--- src/rtl/raster_frame_scheduler.sv ---
// Frame sequencer for a tile-less rasterizer: clears depth, issues triangles one at a time
// with a per-triangle watchdog, then swaps front/back buffers on vsync.
`timescale 1ns/1ps
module raster_frame_scheduler #(
  parameter int unsigned FB_WIDTH        = 320,
  parameter int unsigned FB_HEIGHT       = 180,
  parameter int unsigned DEPTH_BIT_WIDTH = 16,
  parameter int unsigned TRI_IDX_WIDTH   = 8,
  parameter int unsigned TIMEOUT_CYCLES  = 65536,
  localparam int unsigned ADDR_WIDTH     = $clog2(FB_WIDTH * FB_HEIGHT)
) (
  input  logic                       clk_in,
  input  logic                       rst_n_in,
  input  logic                       frame_start,
  input  logic [TRI_IDX_WIDTH-1:0]   num_tris,
  input  logic                       vsync_in,
  input  logic                       raster_busy,
  input  logic                       raster_done,
  output logic                       raster_start,
  output logic [TRI_IDX_WIDTH-1:0]   tri_idx,
  output logic                       clear_we,
  output logic [ADDR_WIDTH-1:0]      clear_addr,
  output logic [DEPTH_BIT_WIDTH-1:0] clear_depth,
  output logic                       draw_buf_sel,
  output logic                       disp_buf_sel,
  output logic                       busy,
  output logic                       frame_done,
  output logic                       timeout_err,
  output logic [2:0]                 sched_state
);

  localparam int unsigned WdWidth = (TIMEOUT_CYCLES > 1) ? $clog2(TIMEOUT_CYCLES) : 1;
  localparam logic [ADDR_WIDTH-1:0] LastAddr = ADDR_WIDTH'(FB_WIDTH * FB_HEIGHT - 1);
  localparam logic [WdWidth-1:0]    WdLast   = WdWidth'(TIMEOUT_CYCLES - 1);

  typedef enum logic [2:0] {
    StIdle  = 3'd0,
    StClear = 3'd1,
    StIssue = 3'd2,
    StWait  = 3'd3,
    StSwap  = 3'd4,
    StDone  = 3'd5
  } state_e;

  state_e state_q, state_d;

  logic [TRI_IDX_WIDTH-1:0] num_tris_q, num_tris_d;
  logic [TRI_IDX_WIDTH-1:0] tri_idx_q, tri_idx_d;
  logic [ADDR_WIDTH-1:0]    clear_addr_q, clear_addr_d;
  logic [WdWidth-1:0]       wd_cnt_q, wd_cnt_d;
  logic clear_we_q, clear_we_d;
  logic raster_start_q, raster_start_d;
  logic busy_q, busy_d;
  logic frame_done_q, frame_done_d;
  logic timeout_err_q, timeout_err_d;
  logic draw_buf_q, draw_buf_d;

  logic clear_last, wd_expired, tri_end, last_tri;

  assign clear_last = (clear_addr_q == LastAddr);
  assign wd_expired = (wd_cnt_q == WdLast);
  // raster_done takes priority, so a coincident expiry does not flag an error
  assign tri_end    = raster_done || wd_expired;
  assign last_tri   = (tri_idx_q == (num_tris_q - TRI_IDX_WIDTH'(1)));

  always_ff @(posedge clk_in or negedge rst_n_in) begin
    if (!rst_n_in) begin
      state_q <= StIdle;
    end else begin
      state_q <= state_d;
    end
  end

  always_comb begin
    state_d = state_q;
    case (state_q)
      StIdle:  if (frame_start) state_d = StClear;
      StClear: if (clear_last) state_d = (num_tris_q != '0) ? StIssue : StSwap;
      StIssue: if (!raster_busy) state_d = StWait;
      StWait:  if (tri_end) state_d = last_tri ? StSwap : StIssue;
      StSwap:  if (vsync_in) state_d = StDone;
      StDone:  state_d = StIdle;
      default: state_d = StIdle;
    endcase
  end

  always_comb begin
    num_tris_d     = num_tris_q;
    tri_idx_d      = tri_idx_q;
    clear_addr_d   = clear_addr_q;
    wd_cnt_d       = wd_cnt_q;
    timeout_err_d  = timeout_err_q;
    busy_d         = busy_q;
    draw_buf_d     = draw_buf_q;
    clear_we_d     = (state_d == StClear);
    frame_done_d   = (state_d == StDone);
    raster_start_d = 1'b0;
    case (state_q)
      StIdle: begin
        if (frame_start) begin
          num_tris_d    = num_tris;
          busy_d        = 1'b1;
          tri_idx_d     = '0;
          timeout_err_d = 1'b0;
          clear_addr_d  = '0;
        end
      end
      StClear: begin
        if (!clear_last) clear_addr_d = clear_addr_q + ADDR_WIDTH'(1);
      end
      StIssue: begin
        if (!raster_busy) begin
          raster_start_d = 1'b1;
          wd_cnt_d       = '0;
        end
      end
      StWait: begin
        if (tri_end) begin
          if (!raster_done) timeout_err_d = 1'b1;
          if (!last_tri) tri_idx_d = tri_idx_q + TRI_IDX_WIDTH'(1);
        end else begin
          wd_cnt_d = wd_cnt_q + WdWidth'(1);
        end
      end
      StSwap: begin
        if (vsync_in) begin
          draw_buf_d = ~draw_buf_q;
          busy_d     = 1'b0;
        end
      end
      default: ;
    endcase
  end

  always_ff @(posedge clk_in or negedge rst_n_in) begin
    if (!rst_n_in) begin
      num_tris_q     <= '0;
      tri_idx_q      <= '0;
      clear_addr_q   <= '0;
      wd_cnt_q       <= '0;
      clear_we_q     <= 1'b0;
      raster_start_q <= 1'b0;
      busy_q         <= 1'b0;
      frame_done_q   <= 1'b0;
      timeout_err_q  <= 1'b0;
      draw_buf_q     <= 1'b0;
    end else begin
      num_tris_q     <= num_tris_d;
      tri_idx_q      <= tri_idx_d;
      clear_addr_q   <= clear_addr_d;
      wd_cnt_q       <= wd_cnt_d;
      clear_we_q     <= clear_we_d;
      raster_start_q <= raster_start_d;
      busy_q         <= busy_d;
      frame_done_q   <= frame_done_d;
      timeout_err_q  <= timeout_err_d;
      draw_buf_q     <= draw_buf_d;
    end
  end

  assign raster_start = raster_start_q;
  assign tri_idx      = tri_idx_q;
  assign clear_we     = clear_we_q;
  assign clear_addr   = clear_addr_q;
  assign clear_depth  = '1;
  assign draw_buf_sel = draw_buf_q;
  assign disp_buf_sel = ~draw_buf_q;
  assign busy         = busy_q;
  assign frame_done   = frame_done_q;
  assign timeout_err  = timeout_err_q;
  assign sched_state  = state_q;

endmodule
--- config.mk ---
export PLATFORM = sky130hd
export DESIGN_NAME = raster_frame_scheduler
export DESIGN_NICKNAME = d
export VERILOG_FILES = /design/src/rtl/raster_frame_scheduler.sv
export SDC_FILE = /design/constraint.sdc
export NUM_CORES = 1
export LEC_CHECK = 0
export BUFFER_PORTS_ARGS = -buffer_cell sky130_fd_sc_hd__buf_4
export CAP_MARGIN = 20
export CORE_ASPECT_RATIO = 0.5
export CORE_MARGIN = 1.5
export CORE_UTILIZATION = 50
export CTS_CLUSTER_SIZE = 30
export DETAILED_ROUTE_END_ITERATION = 7
export HOLD_SLACK_MARGIN = 0.1
export PLACE_DENSITY_LB_ADDON = 0.12
export SETUP_SLACK_MARGIN = 0.05
export SLEW_MARGIN = 20
export SYNTH_ARGS = -nofsm -noshare
export SYNTH_HDL_FRONTEND = slang
export SYNTH_SLANG_ARGS = --single-unit
--- constraint.sdc ---
create_clock -name clk_in -period 2.2 [get_ports clk_in]
set_clock_uncertainty 0.1 [all_clocks]
set_input_delay 0.11 -clock clk_in [delete_from_list [all_inputs] [get_ports clk_in]]
set_output_delay 0.11 -clock clk_in [all_outputs]
set_load 0.02 [all_outputs]
* Yosys cells after proc, flatten, opt, wreduce, memory -nomap -nowiden
Cells that the tools add are included.
** Operators by class
- Order comparisons :: 0
- Reductions and logical operators :: 14
- Shifts and indexed selects :: 0
- Muxes and demuxes :: 27
- Multiply operators :: 0
- Bitwise gates (word level) :: 1
- $add $sub $neg :: 4
- Div/mod/pow operators :: 0
- Equality and inequality tests :: 17
** Operators with widths (number)
- $mux W16 :: 4
- $pmux W16 S2 :: 2
- $add A16 B1 Y16 const B :: 2
- $eq A16 B16 Y1 const B :: 2
- $mux W8 :: 3
- $mux W3 :: 7
- $ne A2 B2 Y1 const B :: 8
- $pmux W8 S2 :: 1
- $pmux W3 S5 :: 1
- $reduce_and A3 Y1 :: 3
- $add A8 B1 Y8 const B :: 1
- $eq A8 B8 Y1 :: 1
- $reduce_and A4 Y1 :: 2
- $reduce_bool A2 Y1 :: 4
- $reduce_bool A8 Y1 :: 1
- $sub A8 B1 Y8 const B :: 1
- $mux W1 :: 7
- $eq A3 B1 Y1 const B :: 2
- $eq A3 B2 Y1 const B :: 2
- $eq A3 B3 Y1 const B :: 2
- $pmux W1 S2 :: 2
- $reduce_and A2 Y1 :: 2
- $logic_not A3 Y1 :: 1
- $logic_or A1 B1 Y1 :: 1
- $not A1 Y1 :: 1
** Storage, ports and cells
- Bits in read-only memories :: 0
- Memories kept :: 0
- Logic and storage cells :: 74
- Input port bits :: 14
- Latch bits :: 0
- Bits in registers :: 57
- Output and inout port bits :: 50
- Bits in writable memories :: 0

* Longest topological paths before layout
- Word-level depth :: 6
- Depth in mapped cells :: 9
- Mapped depth without buffers :: 9

* Least setup slack after synthesis
OpenSTA, ideal clock, no wires.
- Path type :: flip-flop to flip-flop
- Start point :: register num_tris_q[0]
- End point :: register tri_idx_q[7], in the netlist tri_idx[7]
- Setup time :: 0.083 ns
- Slack :: -0.224 ns
- Cell stages (with the launch flop) :: 10
- Arrival time :: 2.241 ns
- Path buffers :: 0
- Required time :: 2.017 ns
- Cell sequence :: dfrtp_1 -> inv_1 -> ha_1 -> or3b_4 -> nor3_4 -> xnor2_1 -> a41oi_4 -> o21ai_2 -> or4_1 -> o21ai_0
** Between the ends
- Word-level cells in the longest chain between the ends :: 4
** Ends and longest elaborated chain
- from (decl) :: line 47 : logic [TRI_IDX_WIDTH-1:0] num_tris_q, num_tris_d;
- from (signal assigned) :: line 148 : num_tris_q <= num_tris_d;
- $sub A8 B1 Y8 :: line 64 : assign last_tri = (tri_idx_q == (num_tris_q - TRI_IDX_WIDTH'(1)));
- $eq A8 B8 Y1 :: line 64
- $ne A2 B2 Y1 (no line)
- $reduce_and A4 Y1 (no line)
- to (signal assigned) :: line 149 : tri_idx_q <= tri_idx_d;
- to (decl) :: line 48 : logic [TRI_IDX_WIDTH-1:0] tri_idx_q, tri_idx_d;
Every way passes these cells.
A chain may end at the register's enable or synchronous reset.

* Worst setup path after layout
Same ends and word-level chain as after synthesis.

==> out/results.ini <==
[detailed_routing]
firstDrtPassIters=4
detail-route-antenna-nets=0
drc=0
viasPerCell=5.226
drtIter0Drc=126
wl_per_cell_um=14.06
via_count=2843
wl_um=7648

[yosys]
synth_cell_types=51
synth_top_family_by_area=simple AND/OR/NAND/NOR gates
ys_seq_elements=57
synth_area_sq_um=3120
seq_area_frac_synth_pct=45.71
synth_xor_area_share_pct=8.982
synthFlopType=dfrtp_1
ys.warnings.count=0
yosys.area.top_type=dfrtp_1
syn_area_per_cell_sq_um=9.260
synth-edff-count=0
synth_simple_gate_area_share_pct=25.10
yosysMostFrequentCell=dfrtp_1
syn_inst=337
yosys.area.top_type_share_pct=45.71
synth-adder-area-share_pct=1.604
synth_area_leaders=dfrtp_1 46%, xnor2_1 5.3%, nand2_1 5.2%
synth_commonest_cells=57 x dfrtp_1, 43 x nand2_1, 37 x nor2_1
muxShareOfSynthArea_pct=0
synth-compound-area-share_pct=11.75
async_flop_share_pct=100.0

[status]
status=finished with violations
violations=negative setup slack

[timing]
post-route-period-util_pct=109.0
setup_viol=8
period_minus_slack_ns=2.397
fmax_mhz=417.2
worst_pin_slew_ns=0.7209
rsz0062_at_grt=true
setup_tns_ns=-1.150
hold_viol=0
final_max_slew_viol_count=0
maxSlewHeadroom_pct=51.94
worst_slack_ns=-0.1971

[place]
port_buffers=47
dp_cells=502
gp_congestion=0.8296
dp_hpwl_um=5245
placed_area_sq_um=3845

[layout]
n_fill_cell=448
drive_gt1_share_pct=33.99
area_growth_pct=44.83
num_antenna_cells=0
final_nets=470
design_area_sq_um=4519
final_core_util_pct=74.63
fin_cells=544

[global_route]
grt_pass1_wl_um=12500
antenna_found_initial=0
grt_pass1_vias=2681
gr-usage-all-layers_pct=24.21
overflow=0
grt_max_degree=58

[power]
leakagePower_nw=2.079
p_per_area_nw_per_um2=1036
max-vdd-ir-drop_mv=0.5952
total_power_mw=4.680

[setup_path]
worstSetupStartpointType=flop
critPathRequiredTime_ns=2.35
cp_data_arrival_time_ns=2.55
worstPathMaxFanout=6
end_kind=flop
criticalPathCategory=flop to flop

[cts]
cts_buffers=9
cts_max_path_buffers=2
clock-sinks=57
path_clk_slew_ns=0.05
cts_tree=done
cts-htree-levels=3
cts_root_buf=clkbuf_16
clkLatencyLatePin_ns=0.32

[floorplan]
core-area_sq_um=6056
rows=20
die_x_um=114.7
die_h_um=58.86
io-pin-count=64
initial_core_util_pct=51.53
die_area_sq_um=6752

[hold_path]
hp-class=input port to flop

[job]
drv_cap=0

## kinds of logic (layout without fill, tap and decap cells)
| kind of cell | Yosys count | count (layout) |
|---|---|---|
| and+or+nand+nor | 151 | 151 |
| DFF | 57 | 57 |
| AOI/OAI and AO/OA | 53 | 54 |
| buffers and inverters | 39 | 142 |
| xor gates and xnor gates | 32 | 32 |
| adders and majority gates | 4 | 4 |
| other | 1 | 16 |
## placed cells by master, fill, tap and decap left out, types with 4 or more instances in the layout
| cell | synthesis | final |
|---|---|---|
| a21oi_1 | 10 | 6 |
| a21oi_2 | 0 | 4 |
| and3_1 | 6 | 5 |
| buf_4 | 16 | 97 |
| clkbuf_1 | 5 | 4 |
| clkbuf_16 | 0 | 9 |
| conb_1 | 1 | 16 |
| dfrtp_1 | 57 | 55 |
| dlygate4sd3_1 | 0 | 12 |
| inv_1 | 15 | 13 |
| nand2_1 | 43 | 43 |
| nand2b_1 | 5 | 5 |
| nand3_1 | 8 | 8 |
| nand4_1 | 11 | 11 |
| nor2_1 | 37 | 36 |
| nor3_1 | 8 | 6 |
| o211ai_1 | 5 | 5 |
| o21ai_0 | 19 | 12 |
| o21ai_1 | 1 | 7 |
| or3_1 | 11 | 9 |
| xnor2_1 | 19 | 18 |
| xor2_1 | 13 | 13 |
## where the power goes
group,total (mW),switching [mW],internal [mW]
clock network,1.26,0.441,0.816
registers,1.47,0.211,1.26
logic,1.96,1.02,0.934
total,4.68,1.67,3.01
## timing repair
action,CTS,global route
setup buffers,5,9
cloned,0,1
endpoints found under the hold margin,68,0
endpoints found under the setup margin,19,26
hold buffers,12,0
resized for setup,7,30
pin swaps,9,31
## per-stage QoR
stage               hold slack, ns  setup WS [ns]
floorplan                  -0.2856        -0.1230
global placement            0.1131        -0.1682
detailed placement          0.1185        -0.2396
CTS                         0.1965        -0.1934
global route                0.2127        -0.3032
finish                      0.2083        -0.1971
## metal layers
layer | part of all wire, % | GRT usage (%)
met1 | 45 | 30.68
met2 | 50 | 40.12
met3 | 4.1 | 8.239
met4 | 0.68 | 7.231
met5 | 0 | 0
## final timing paths
kind	start	end	slack (ns)	depth (start not counted)
setup / recovery	num_tris_q[0]$_DFFE_PN0P_	tri_idx[7]$_DFFE_PN0P_	-0.20	9
hold / removal	frame_start	num_tris_q[6]$_DFFE_PN0P_	0.21	5
setup reg to reg	num_tris_q[0]$_DFFE_PN0P_	tri_idx[7]$_DFFE_PN0P_	-0.20	9
hold reg to reg	busy$_DFFE_PN0P_	busy$_DFFE_PN0P_	0.39	2
max in group asynchronous	rst_n_in	clear_addr[2]$_DFFE_PN0P_	1.18	2
min in group asynchronous	rst_n_in	wd_cnt_q[12]$_DFFE_PN0P_	0.29	2
## flip-flops by register name (all words and copies together) (netlist names)
register	count
clear_addr	16
wd_cnt_q	16
num_tris_q	8
tri_idx	8
sched_state	3
busy	1
clear_we	1
draw_buf_sel	1
frame_done	1
raster_start	1
timeout_err	1
## worst max-delay path: stages (launching register included)
cell and delay, ns:
dfrtp_1 0.41, inv_2 0.10, ha_4 0.14, or3b_4 0.39, nor3_4 0.22, xnor2_2 0.11, a41oi_4 0.25, o21ai_2 0.13
or4_1 0.39, o21ai_1 0.08
## final cells by class
class	count	area, sq um	share of cell area, %
multi-input cells	257	1757	38.87
clock buffers	15	267.8	5.925
inverters	15	56.30	1.246
well taps	88	110.1	2.436
flip-flops and latches	57	1429	31.62
repair buffers	112	899.6	19.91
Power figures use the tool's default switching activity.
